## src/rtl/trap_pkg.sv

```systemverilog
// Shared trap-type codes, exception bit indices and sequencer state encodings
// for the SPARC trap-entry controller.
package trap_pkg;

  localparam int unsigned EXC_N = 9;

  localparam logic [7:0] TT_INSTR_ACCESS   = 8'h01;
  localparam logic [7:0] TT_PRIVILEGED     = 8'h03;
  localparam logic [7:0] TT_ILLEGAL        = 8'h02;
  localparam logic [7:0] TT_FP_DISABLED    = 8'h04;
  localparam logic [7:0] TT_WIN_OVERFLOW   = 8'h05;
  localparam logic [7:0] TT_WIN_UNDERFLOW  = 8'h06;
  localparam logic [7:0] TT_MEM_NOT_ALIGN  = 8'h07;
  localparam logic [7:0] TT_DATA_ACCESS    = 8'h09;
  localparam logic [7:0] TT_TAG_OVERFLOW   = 8'h0A;
  localparam logic [7:0] TT_TICC_BASE      = 8'h80;
  localparam logic [7:0] TT_IRQ_BASE       = 8'h10;

  localparam int unsigned EXC_INSTR_ACCESS  = 0;
  localparam int unsigned EXC_PRIVILEGED    = 1;
  localparam int unsigned EXC_ILLEGAL       = 2;
  localparam int unsigned EXC_FP_DISABLED   = 3;
  localparam int unsigned EXC_WIN_OVERFLOW  = 4;
  localparam int unsigned EXC_WIN_UNDERFLOW = 5;
  localparam int unsigned EXC_MEM_NOT_ALIGN = 6;
  localparam int unsigned EXC_DATA_ACCESS   = 7;
  localparam int unsigned EXC_TAG_OVERFLOW  = 8;

  localparam int unsigned ST_W = 3;
  localparam logic [ST_W-1:0] ST_IDLE     = 3'd0;
  localparam logic [ST_W-1:0] ST_ENTER    = 3'd1;
  localparam logic [ST_W-1:0] ST_SAVE_PC  = 3'd2;
  localparam logic [ST_W-1:0] ST_SAVE_NPC = 3'd3;
  localparam logic [ST_W-1:0] ST_VECTOR   = 3'd4;
  localparam logic [ST_W-1:0] ST_ERROR    = 3'd5;

  // Trap type for a given exc_req bit position.
  function automatic logic [7:0] exc_tt(input logic [3:0] idx);
    logic [7:0] code;
    code = 8'h00;
    case (32'(idx))
      EXC_INSTR_ACCESS:  code = TT_INSTR_ACCESS;
      EXC_PRIVILEGED:    code = TT_PRIVILEGED;
      EXC_ILLEGAL:       code = TT_ILLEGAL;
      EXC_FP_DISABLED:   code = TT_FP_DISABLED;
      EXC_WIN_OVERFLOW:  code = TT_WIN_OVERFLOW;
      EXC_WIN_UNDERFLOW: code = TT_WIN_UNDERFLOW;
      EXC_MEM_NOT_ALIGN: code = TT_MEM_NOT_ALIGN;
      EXC_DATA_ACCESS:   code = TT_DATA_ACCESS;
      EXC_TAG_OVERFLOW:  code = TT_TAG_OVERFLOW;
      default:           code = 8'h00;
    endcase
    return code;
  endfunction

endpackage

```

## src/rtl/trap_prio_enc.sv

```systemverilog
// Combinational trap-source arbiter: exceptions (bit0 first), then Ticc,
// then a maskable/NMI interrupt level.
module trap_prio_enc
  import trap_pkg::*;
#(
  parameter int unsigned TT_W = 8
) (
  input  logic [EXC_N-1:0] i_exc_req,
  input  logic             i_ticc_req,
  input  logic [6:0]       i_ticc_num,
  input  logic [3:0]       i_irl,
  input  logic [3:0]       i_psr_pil,
  input  logic             i_psr_et,
  output logic             o_valid,
  output logic             o_sync,
  output logic [TT_W-1:0]  o_tt
);

  logic       w_exc_any;
  logic       w_irq_ok;
  logic [7:0] w_exc_tt;

  always_comb begin
    w_exc_any = |i_exc_req;
    // Level 15 is non-maskable by PIL but still needs traps enabled.
    w_irq_ok  = i_psr_et && (i_irl != 4'd0) &&
                ((i_irl == 4'hF) || (i_irl > i_psr_pil));
    w_exc_tt  = 8'h00;
    for (int i = EXC_N - 1; i >= 0; i--) begin
      if (i_exc_req[i]) w_exc_tt = exc_tt(4'(i));
    end
    o_valid = w_exc_any | i_ticc_req | w_irq_ok;
    o_sync  = w_exc_any | i_ticc_req;
    if (w_exc_any)
      o_tt = TT_W'(w_exc_tt);
    else if (i_ticc_req)
      o_tt = TT_W'(TT_TICC_BASE | {1'b0, i_ticc_num});
    else if (w_irq_ok)
      o_tt = TT_W'(TT_IRQ_BASE | {4'b0000, i_irl});
    else
      o_tt = '0;
  end

endmodule

```

## src/rtl/trap_sequencer.sv

```systemverilog
// SPARC trap-entry controller: arbitrates trap sources and steps the datapath
// through PSR update, r17/r18 save, TBR.tt load and vectoring.
module trap_sequencer
  import trap_pkg::*;
#(
  parameter int unsigned NWINDOWS = 8,
  parameter int unsigned TT_W     = 8,
  localparam int unsigned CWP_W   = $clog2(NWINDOWS)
) (
  input  logic              clk,
  input  logic              reset,
  input  logic [EXC_N-1:0]  exc_req,
  input  logic              ticc_req,
  input  logic [6:0]        ticc_num,
  input  logic [3:0]        irl,
  input  logic              psr_et,
  input  logic [3:0]        psr_pil,
  input  logic [CWP_W-1:0]  psr_cwp,
  input  logic              dp_hold,
  output logic [TT_W-1:0]   tt,
  output logic              trap_busy,
  output logic              psr_trap_wr,
  output logic [CWP_W-1:0]  new_cwp,
  output logic              rf_we,
  output logic              rf_sel,
  output logic              tbr_tt_wr,
  output logic              pc_load_tbr,
  output logic              error_mode
);

  logic [ST_W-1:0]  r_state, w_state_nxt;
  logic [TT_W-1:0]  r_tt, w_tt_nxt;
  logic [CWP_W-1:0] r_new_cwp, w_cwp_nxt, w_cwp_dec;
  logic             w_valid, w_sync;
  logic [TT_W-1:0]  w_req_tt;

  trap_prio_enc #(.TT_W(TT_W)) u_prio (
    .i_exc_req  (exc_req),
    .i_ticc_req (ticc_req),
    .i_ticc_num (ticc_num),
    .i_irl      (irl),
    .i_psr_pil  (psr_pil),
    .i_psr_et   (psr_et),
    .o_valid    (w_valid),
    .o_sync     (w_sync),
    .o_tt       (w_req_tt)
  );

  // Entering a trap decrements CWP, wrapping from 0 to the top window.
  assign w_cwp_dec = (psr_cwp == '0) ? CWP_W'(NWINDOWS - 1) : psr_cwp - CWP_W'(1);

  always_ff @(posedge clk or posedge reset) begin
    if (reset) begin
      r_state   <= ST_IDLE;
      r_tt      <= '0;
      r_new_cwp <= '0;
    end else begin
      r_state   <= w_state_nxt;
      r_tt      <= w_tt_nxt;
      r_new_cwp <= w_cwp_nxt;
    end
  end

  // Next state and strobes; dp_hold freezes everything and masks strobes.
  always_comb begin
    w_state_nxt = r_state;
    w_tt_nxt    = r_tt;
    w_cwp_nxt   = r_new_cwp;
    psr_trap_wr = 1'b0;
    tbr_tt_wr   = 1'b0;
    rf_we       = 1'b0;
    rf_sel      = 1'b0;
    pc_load_tbr = 1'b0;
    if (!dp_hold) begin
      case (r_state)
        ST_IDLE: begin
          if (w_valid) begin
            if (w_sync && !psr_et) begin
              w_state_nxt = ST_ERROR;
            end else begin
              w_state_nxt = ST_ENTER;
              w_tt_nxt    = w_req_tt;
              w_cwp_nxt   = w_cwp_dec;
            end
          end
        end
        ST_ENTER: begin
          psr_trap_wr = 1'b1;
          tbr_tt_wr   = 1'b1;
          w_state_nxt = ST_SAVE_PC;
        end
        ST_SAVE_PC: begin
          rf_we       = 1'b1;
          w_state_nxt = ST_SAVE_NPC;
        end
        ST_SAVE_NPC: begin
          rf_we       = 1'b1;
          rf_sel      = 1'b1;
          w_state_nxt = ST_VECTOR;
        end
        ST_VECTOR: begin
          pc_load_tbr = 1'b1;
          w_state_nxt = ST_IDLE;
        end
        ST_ERROR: w_state_nxt = ST_ERROR;
        default:  w_state_nxt = ST_IDLE;
      endcase
    end
  end

  // Busy rises in the accepting cycle so the pipeline stalls immediately.
  assign trap_busy  = ~reset & ((r_state != ST_IDLE) | (w_valid & ~dp_hold));
  assign error_mode = (r_state == ST_ERROR);
  assign tt         = r_tt;
  assign new_cwp    = r_new_cwp;

endmodule

```

## config.mk

```make
export PLATFORM = sky130hd
export DESIGN_NAME = trap_sequencer
export DESIGN_NICKNAME = d
export VERILOG_FILES = /design/src/rtl/trap_pkg.sv /design/src/rtl/trap_prio_enc.sv /design/src/rtl/trap_sequencer.sv
export SDC_FILE = /design/constraint.sdc
export NUM_CORES = 1
export LEC_CHECK = 0
export ABC_AREA = 1
export CORE_ASPECT_RATIO = 2
export CORE_MARGIN = 4
export CORE_UTILIZATION = 35
export CTS_CLUSTER_SIZE = 28
export DETAILED_ROUTE_END_ITERATION = 8
export DONT_BUFFER_PORTS = 1
export PLACE_DENSITY_LB_ADDON = 0.08
export SLEW_MARGIN = 40
export SYNTH_ARGS = -nofsm -noshare
export SYNTH_HDL_FRONTEND = slang
export SYNTH_SLANG_ARGS = --single-unit
```

## constraint.sdc

```tcl
create_clock -name clk -period 2.3 [get_ports clk]
set_input_delay 0.46 -clock clk [delete_from_list [all_inputs] [get_ports clk]]
set_output_delay 0.46 -clock clk [all_outputs]
set_load 0.02 [all_outputs]
```

==> impl_results.md, run 1 <==
* Outcome: finished, final reports clean
* FP Rows at 29
* First-pass GRT wire length at 4740 um
* Number of buffers created by CTS at 3
* CTS tree: done
* Per-cell routed wire length at 13.1 um
* Share of the synthesized area in the top cell type at around 30%
* Area Growth Syn to Fin at 8.59%
* Via density at 5.05
* Global route overflow at 0
* Nets@finish at about 200
* Total wire length at 2570 um
* Core area at 3230 um2
* Routed via count at between 900 and 1000
* Die Wd at about 50 um
* Tightest Pin Transition at between 0.5 and 0.6 ns
* Leakage at 0.708 nW
* Max Transition Viols Final at 0
* Layout cell share with drive strength beyond 1 at 26.1%
* Startpoint class of the critical path: input pin
* Final cycle utilization of the critical path at between 80 and 90%
* Slew HR at 65.1%
* 1st-iter DRT viols at 15
* Setup WS pre-CTS at 0.178 ns
* Worst-path fanout max at 5
* Initial Util at a little under two fifths
* Die span in y at 90.6 um
* Fmax at roughly 0.48 GHz
* Vias in the first global route at approximately 1100
* Critical path startpoint: psr_pil[3]
* DRC Markers at 0
* Placed instance area at 1240 um2
* Seq/Total Area, Yosys at 29.3%
* Clock Tree Root: clkbuf_8
* Psw at 0.000457 W
* Final setup viols at 0
* Hold/Removal Path Class: in -> async
* Pint at about 0.0006 W
* Clock slew at reported path FFs at around 0.06 ns
* Number of synthesized register bits at 14
* Sequential power share at between 40% and 50%
* HPWL Detailed at ~2300 um
* Final min period at between 2 and 2.5 ns
* H-Tree Depth at 1
* Endpoint class of the critical path: output port
* Sinks on Clock Net at 14
* Die ar. at 4470 um2
* Clock buffer depth at 2
* Antenna cell count at 0
* Worst EP arrival at approximately 1.6 ns
* Port buffer count at 0
* Pwr Density at 822 nW/um2
* Avg Inst Size Synth at between 7 and 8 um2
* Worst Path Required at between 1.5 and 2 ns
* Clock Skew at around 0.0031 ns
* Clk pwr share at 22.1%
* WHS at about 0.14 ns
* Synth Net Count at approximately 200
* Fin area at 1300 um2
* Synth Instances at 159
* Core Util, Final at between 40% and 50%
* Yosys warning total at 0
* Distinct cell type count after synthesis at 25
* Worst R2R Start: r_state[2]
* Cell taking the most area after synthesis: dfrtp_1
* Switching Fraction at 42.8%
* Final hold vios at 0
* Max-Cap Viols at 0
* RePlAce Congestion at between 0.7 and 0.8
* Final worst slack at roughly 0.24 ns
* Post-synthesis cell area at around 1200 um2
* Worst-skew pair later-pin latency at about 0.24 ns
* Post-CTS setup buffer count at 0
* Gr usage total at 13.7%
* Final ANT Viol Nets at 0
* Maximum number of pins on one net before global-route repair at 18
* RSZ-0062 raised after global routing: no
* IO Pins at 50
* WS Path Type: in -> out
* Antenna violations before repair at 0
* Comb power frac at between 30 and 40%
* Drt first pass iters at 3
* Top cells by area, synth: dfrtp_1, nand2_1, inv_1
* Setup TNS at 0 ns
* Maximum VDD drop at ~0.29 mV
[cell usage after synthesis]
cell type,count
ha_1,6
nor2_8,3
a21oi_4,1
nor3_1,7
buf_4,1
inv_2,7
nand3_4,3
nand3_2,1
a21oi_2,1
nor2_2,3
o21ai_2,4
inv_1,21
or2_2,1
o21ai_1,3
dfrtp_1,14
nand2_4,2
nor2_1,10
nand3_1,12
o21ai_0,1
nand2_2,7
nand2_1,40
a21oi_1,3
o211ai_1,1
buf_12,1
nand4_1,6
[registers in the layout (all words and copies together) (netlist names)]
signal   count
tt           8
r_state      3
new_cwp      3
[layer usage]
metal | global-route usage (%) | up-vias | share of wire, %
met4 | 7.13 | 0 | 2.1
met2 | 23.8 | 36 | 54
met1 | 14.5 | 429 | 35
met5 | 0 | - | 0
met3 | 3.80 | 4 | 8.8
li1 | - | 520 | -
[what timing repair did]
action                     in CTS  in global routing
hold buffers                    0                  0
setup endpoints to repair       0                  1
gates resized for setup         0                  2
[metrics by stage]
stage / total power [W] / instances
after floorplan: 0.000772 / 159
after global placement: 0.000837 / 192
after detailed placement: 0.000842 / 192
after CTS: 0.00108 / 196
after global routing: 0.00116 / 196
final: 0.00107 / 196
[power by group through the flow]
stage               Sequential (W)  Clock (W)  Combinational [W]
floorplan                 0.000442          0           0.000330
global placement          0.000459          0           0.000379
detailed placement        0.000461          0           0.000381
CTS                       0.000458   0.000242           0.000382
global route              0.000467   0.000260           0.000437
finish                    0.000454   0.000235           0.000377
[critical path: stages]
cell,delay [ns]
inv_1,0.02
ha_1,0.28
nand2_1,0.06
inv_2,0.05
nand2_1,0.04
nand2_1,0.05
nand2_1,0.05
nand2_2,0.09
nand2_2,0.09
nand2_4,0.08
nand2_1,0.06
a21oi_2,0.11
buf_4,0.15
[cells by family after synthesis]
family          count (synthesis)  share of synthesized area (%)
compound gates                 14                           8.59
buf+inv                        30                           11.1
flops                          14                           29.3
simple gates                   95                           44.7
fa+ha+maj                       6                           6.28
[final timing paths]
path,end,cells after the start,slack [ns]
worst max-delay path,trap_busy,13,0.24
worst min-delay path,r_state[1],1,0.14
worst max register to register,r_state[2],6,0.83
worst min register to register,r_state[1],2,0.55
max in group asynchronous,tt[2],1,1.81
min in group clk,tt[6],2,0.38
[cells in the final DEF, fill, tap and decap left out]
master    Yosys  routed
nand2_2       7       8
o21ai_2       4       4
nor2_2        3       3
nor3_1        7       7
nand3_4       3       3
inv_1        21      21
o211ai_1      1       1
clkbuf_8      0       4
ha_1          6       6
o21ai_0       1       1
nand2_1      40      39
buf_4         1       4
a21oi_1       3       2
a21oi_2       1       2
or2_2         1       1
nand3_2       1       1
a21oi_4       1       1
nand4_1       6       6
nand3_1      12      12
nor2_1       10      10
dfrtp_1      14      14
nor2_8        3       3
inv_2         7       7
o21ai_1       3       3
nand2_4       2       2
[layout make-up]
type | instances | area (um2)
Inverter | 28 | 105
Multi-Input combinational cell | 115 | 718
Tap cell | 31 | 38.8
Sequential cell | 14 | 350
Fill cell | 337 | 1930
Timing Repair Buffer | 4 | 30.0
Clock buffer | 4 | 55.1
(Power assumes the default switching activity.)
==> inputs of run 2 (changes only) <==
==> constraint.sdc (replaced) <==
create_clock -name clk -period 2.1 [get_ports clk]
set_input_delay 0.42 -clock clk [delete_from_list [all_inputs] [get_ports clk]]
set_output_delay 0.42 -clock clk [all_outputs]
set_load 0.02 [all_outputs]
==> impl_results.md, run 2 (synthesis results as in run 1) <==
* Endpoint class of the critical path: output port
* Final hold vios at 0 (unchanged)
* First-pass GRT wire length at 4670 um (-1.5%)
* Leakage at 0.735 nW (+3.9%)
* Crit path max-delay family: simple AND/OR/NAND/NOR gates
* Fmax at around 0.5 GHz
* R2R setup slack at 0.65 ns (-0.18 ns)
* CTS tree: done
* Pwr Density at 882 nW/um2 (+7.3%)
* Maximum VDD drop at 0.341 mV (+19%)
* WHS at 0.106 ns (-0.0311 ns)
* Vias in the first global route at 1052 (-1.7%)
* Tightest Pin Transition at 0.549 ns (+0.0255 ns)
* Crit-path slowest cell: ha_4
* Core Util, Final at 41.9% (+1.7 points)
* Final setup viols at 0 (unchanged)
* Hold/Removal Path Class: in -> async
* Nets@finish at 209 (+2.5%)
* Routed via count at 1032 (+4.3%)
* Clock Skew at 0.00224 ns (-0.000907 ns)
* Max Transition Viols Final at 0 (unchanged)
* Clock slew at reported path FFs at 0.06 ns (about the same)
* Sinks on Clock Net at 14 (unchanged)
* Slew HR at 63.4% (-1.7 points)
* Clock buffer depth at 2 (unchanged)
* Worst R2R End: r_state[2]
* Antenna violations before repair at 0 (unchanged)
* Total wire length at 2690 um (+4.7%)
* Worst-path fanout max at 3 (-2)
* Initial Util at 37.0% (unchanged)
* Final min period at approximately 2.0 ns
* Largest register FFs at 8 (unchanged)
* Placed cells at 195 (+1.6%)
* Outcome: finished, final reports clean
* Most used cell, CP: nand2_1
* Layout Cells excl Fill at 201 (+2.6%)
* Clock Tree Root: clkbuf_8
* Startpoint class of the critical path: input pin
* Final ANT Viol Nets at 0 (unchanged)
* Final cycle utilization of the critical path at between 90 and 100%
* R2R depth at 6 (unchanged)
* Most common cell after layout, fill and taps aside: nand2_1
* FP Rows at 29 (unchanged)
* Max-Cap Viols at 0 (unchanged)
* Layout cell share with drive strength beyond 1 at 28.8% (+2.8 points)
* Commonest non-fill, non-tap cells in the layout: nand2_1, inv_1, dfrtp_1
* Area taken by multi-input logic gates at 736 um2 (+2.4%)
* Area Growth Syn to Fin at 13.2%
* Worst EP arrival at 1.53 ns (-0.07 ns)
* Die Wd at 49.3 um (unchanged)
* Worst-skew pair later-pin latency at 0.24 ns (about the same)
* Final Power at 0.00119 W (+12%)
* RePlAce Congestion at 0.782 (-0.55%)
* Per-cell routed wire length at 13.4 um (+2.1%)
* H-Tree Depth at 1 (unchanged)
* Via density at 5.13 (+1.8%)
* IO Pins at 50 (unchanged)
* 1st-iter DRT viols at 16 (+1)
* Filler cells at 339 (+0.59%)
* Hold-fix buffers, CTS at 0 (unchanged)
* Maximum number of pins on one net before global-route repair at 15 (-3)
* Max stage delay on crit path at 0.26 ns (-0.02 ns)
* Number of buffers created by CTS at 3 (unchanged)
* CP Cell Sequence: inv_1 > ha_4 > nand2_1 > inv_2 > nand2_1 > nand2_1 > nand2_1 > nand2_2 > nand2_4 > nand2_4 > nand2_1 > a21oi_2 > buf_4
* HPWL Detailed at 2350 um (+3.1%)
* Worst R2R Start: r_state[2]
* Global route overflow at 0 (unchanged)
* Core area at 3230 um2 (unchanged)
* Worst Path Required at 1.68 ns (-0.16 ns)
* Antenna cell count at 0 (unchanged)
* WS Path Type: in -> out
* Die ar. at 4470 um2 (unchanged)
* Port buffer count at 0 (unchanged)
* Die span in y at 90.6 um (unchanged)
* DRC Markers at 0 (unchanged)
* CP bufs+invs at 3 (unchanged)
* Drt first pass iters at 4 (+1)
* Register area at 350 um2 (unchanged)
* Gr usage total at 13.4% (-0.32 points)
## run 2: cell types whose count changed in the layout (fill, tap and decap cells not counted)
cell     delta
ha_1        -1
buf_4       +5
ha_4        +1
nand2_2     -1
nand2_4     +1
## run 2: what timing repair did
item                       CTS  global route
setup endpoints to repair    0             1
setup buffers                0             2
gates resized for setup      0             4
## run 2: worst max path at each step
| stage | from | cells past startpoint | to | slack [ns] |
|---|---|---|---|---|
| detailed placement | psr_pil[3] | 13 | trap_busy | 0.10 |
| CTS | psr_pil[3] | 13 | trap_busy | 0.09 |
| finish | psr_pil[3] | 13 | trap_busy | 0.15 |
| floorplan | psr_pil[3] | 12 | trap_busy | 0.06 |
| global route | psr_pil[1] | 13 | trap_busy | -0.005 |
| global placement | psr_pil[3] | 13 | trap_busy | 0.13 |
## run 2: worst reg2reg max path: stages, from the launching register on
cell	delay, ns
dfrtp_1	0.50
inv_1	0.13
nor2_1	0.42
inv_1	0.09
o211ai_1	0.11
nand3_1	0.09
nand2_1	0.06
## run 2: power breakdown
| part | leakage [nW] | internal, W | switching, W | total, W |
|---|---|---|---|---|
| combinational | 0.523 | 0.000168 | 0.000265 | 0.000433 |
| sequential | 0.184 | 0.000349 | 0.000148 | 0.000497 |
| clock | 0.0288 | 0.000166 | 0.0000964 | 0.000262 |
## run 2: through the flow
stage | area, um2 | worst slack, ns | TNS [ns]
2_1_floorplan | 1190 | 0.0591 | 0
3_3_place_gp | 1260 | 0.128 | 0
3_5_place_dp | 1260 | 0.101 | 0
4_1_cts | 1310 | 0.0946 | 0
5_1_grt | 1350 | -0.00492 | -0.00492
6_report | 1350 | 0.148 | 0
## run 2: area by class of cell
type                    instances  share of cell area (%)
inverters                      28                    7.77
well taps                      31                    2.87
clock buffers                   4                    4.07
multi-input cells             115                    54.4
flip-flops and latches         14                    25.9
repair buffers                  9                    5.00
## run 2: per-layer routing
| layer | global-route usage [%] | vias up | part of all wire (%) |
|---|---|---|---|
| met5 | 0 | - | 0 |
| met4 | 5.70 | 0 | 1.6 |
| met2 | 25.2 | 38 | 55 |
| met3 | 3.47 | 4 | 8.6 |
| met1 | 13.0 | 458 | 35 |
| li1 | - | 532 | - |
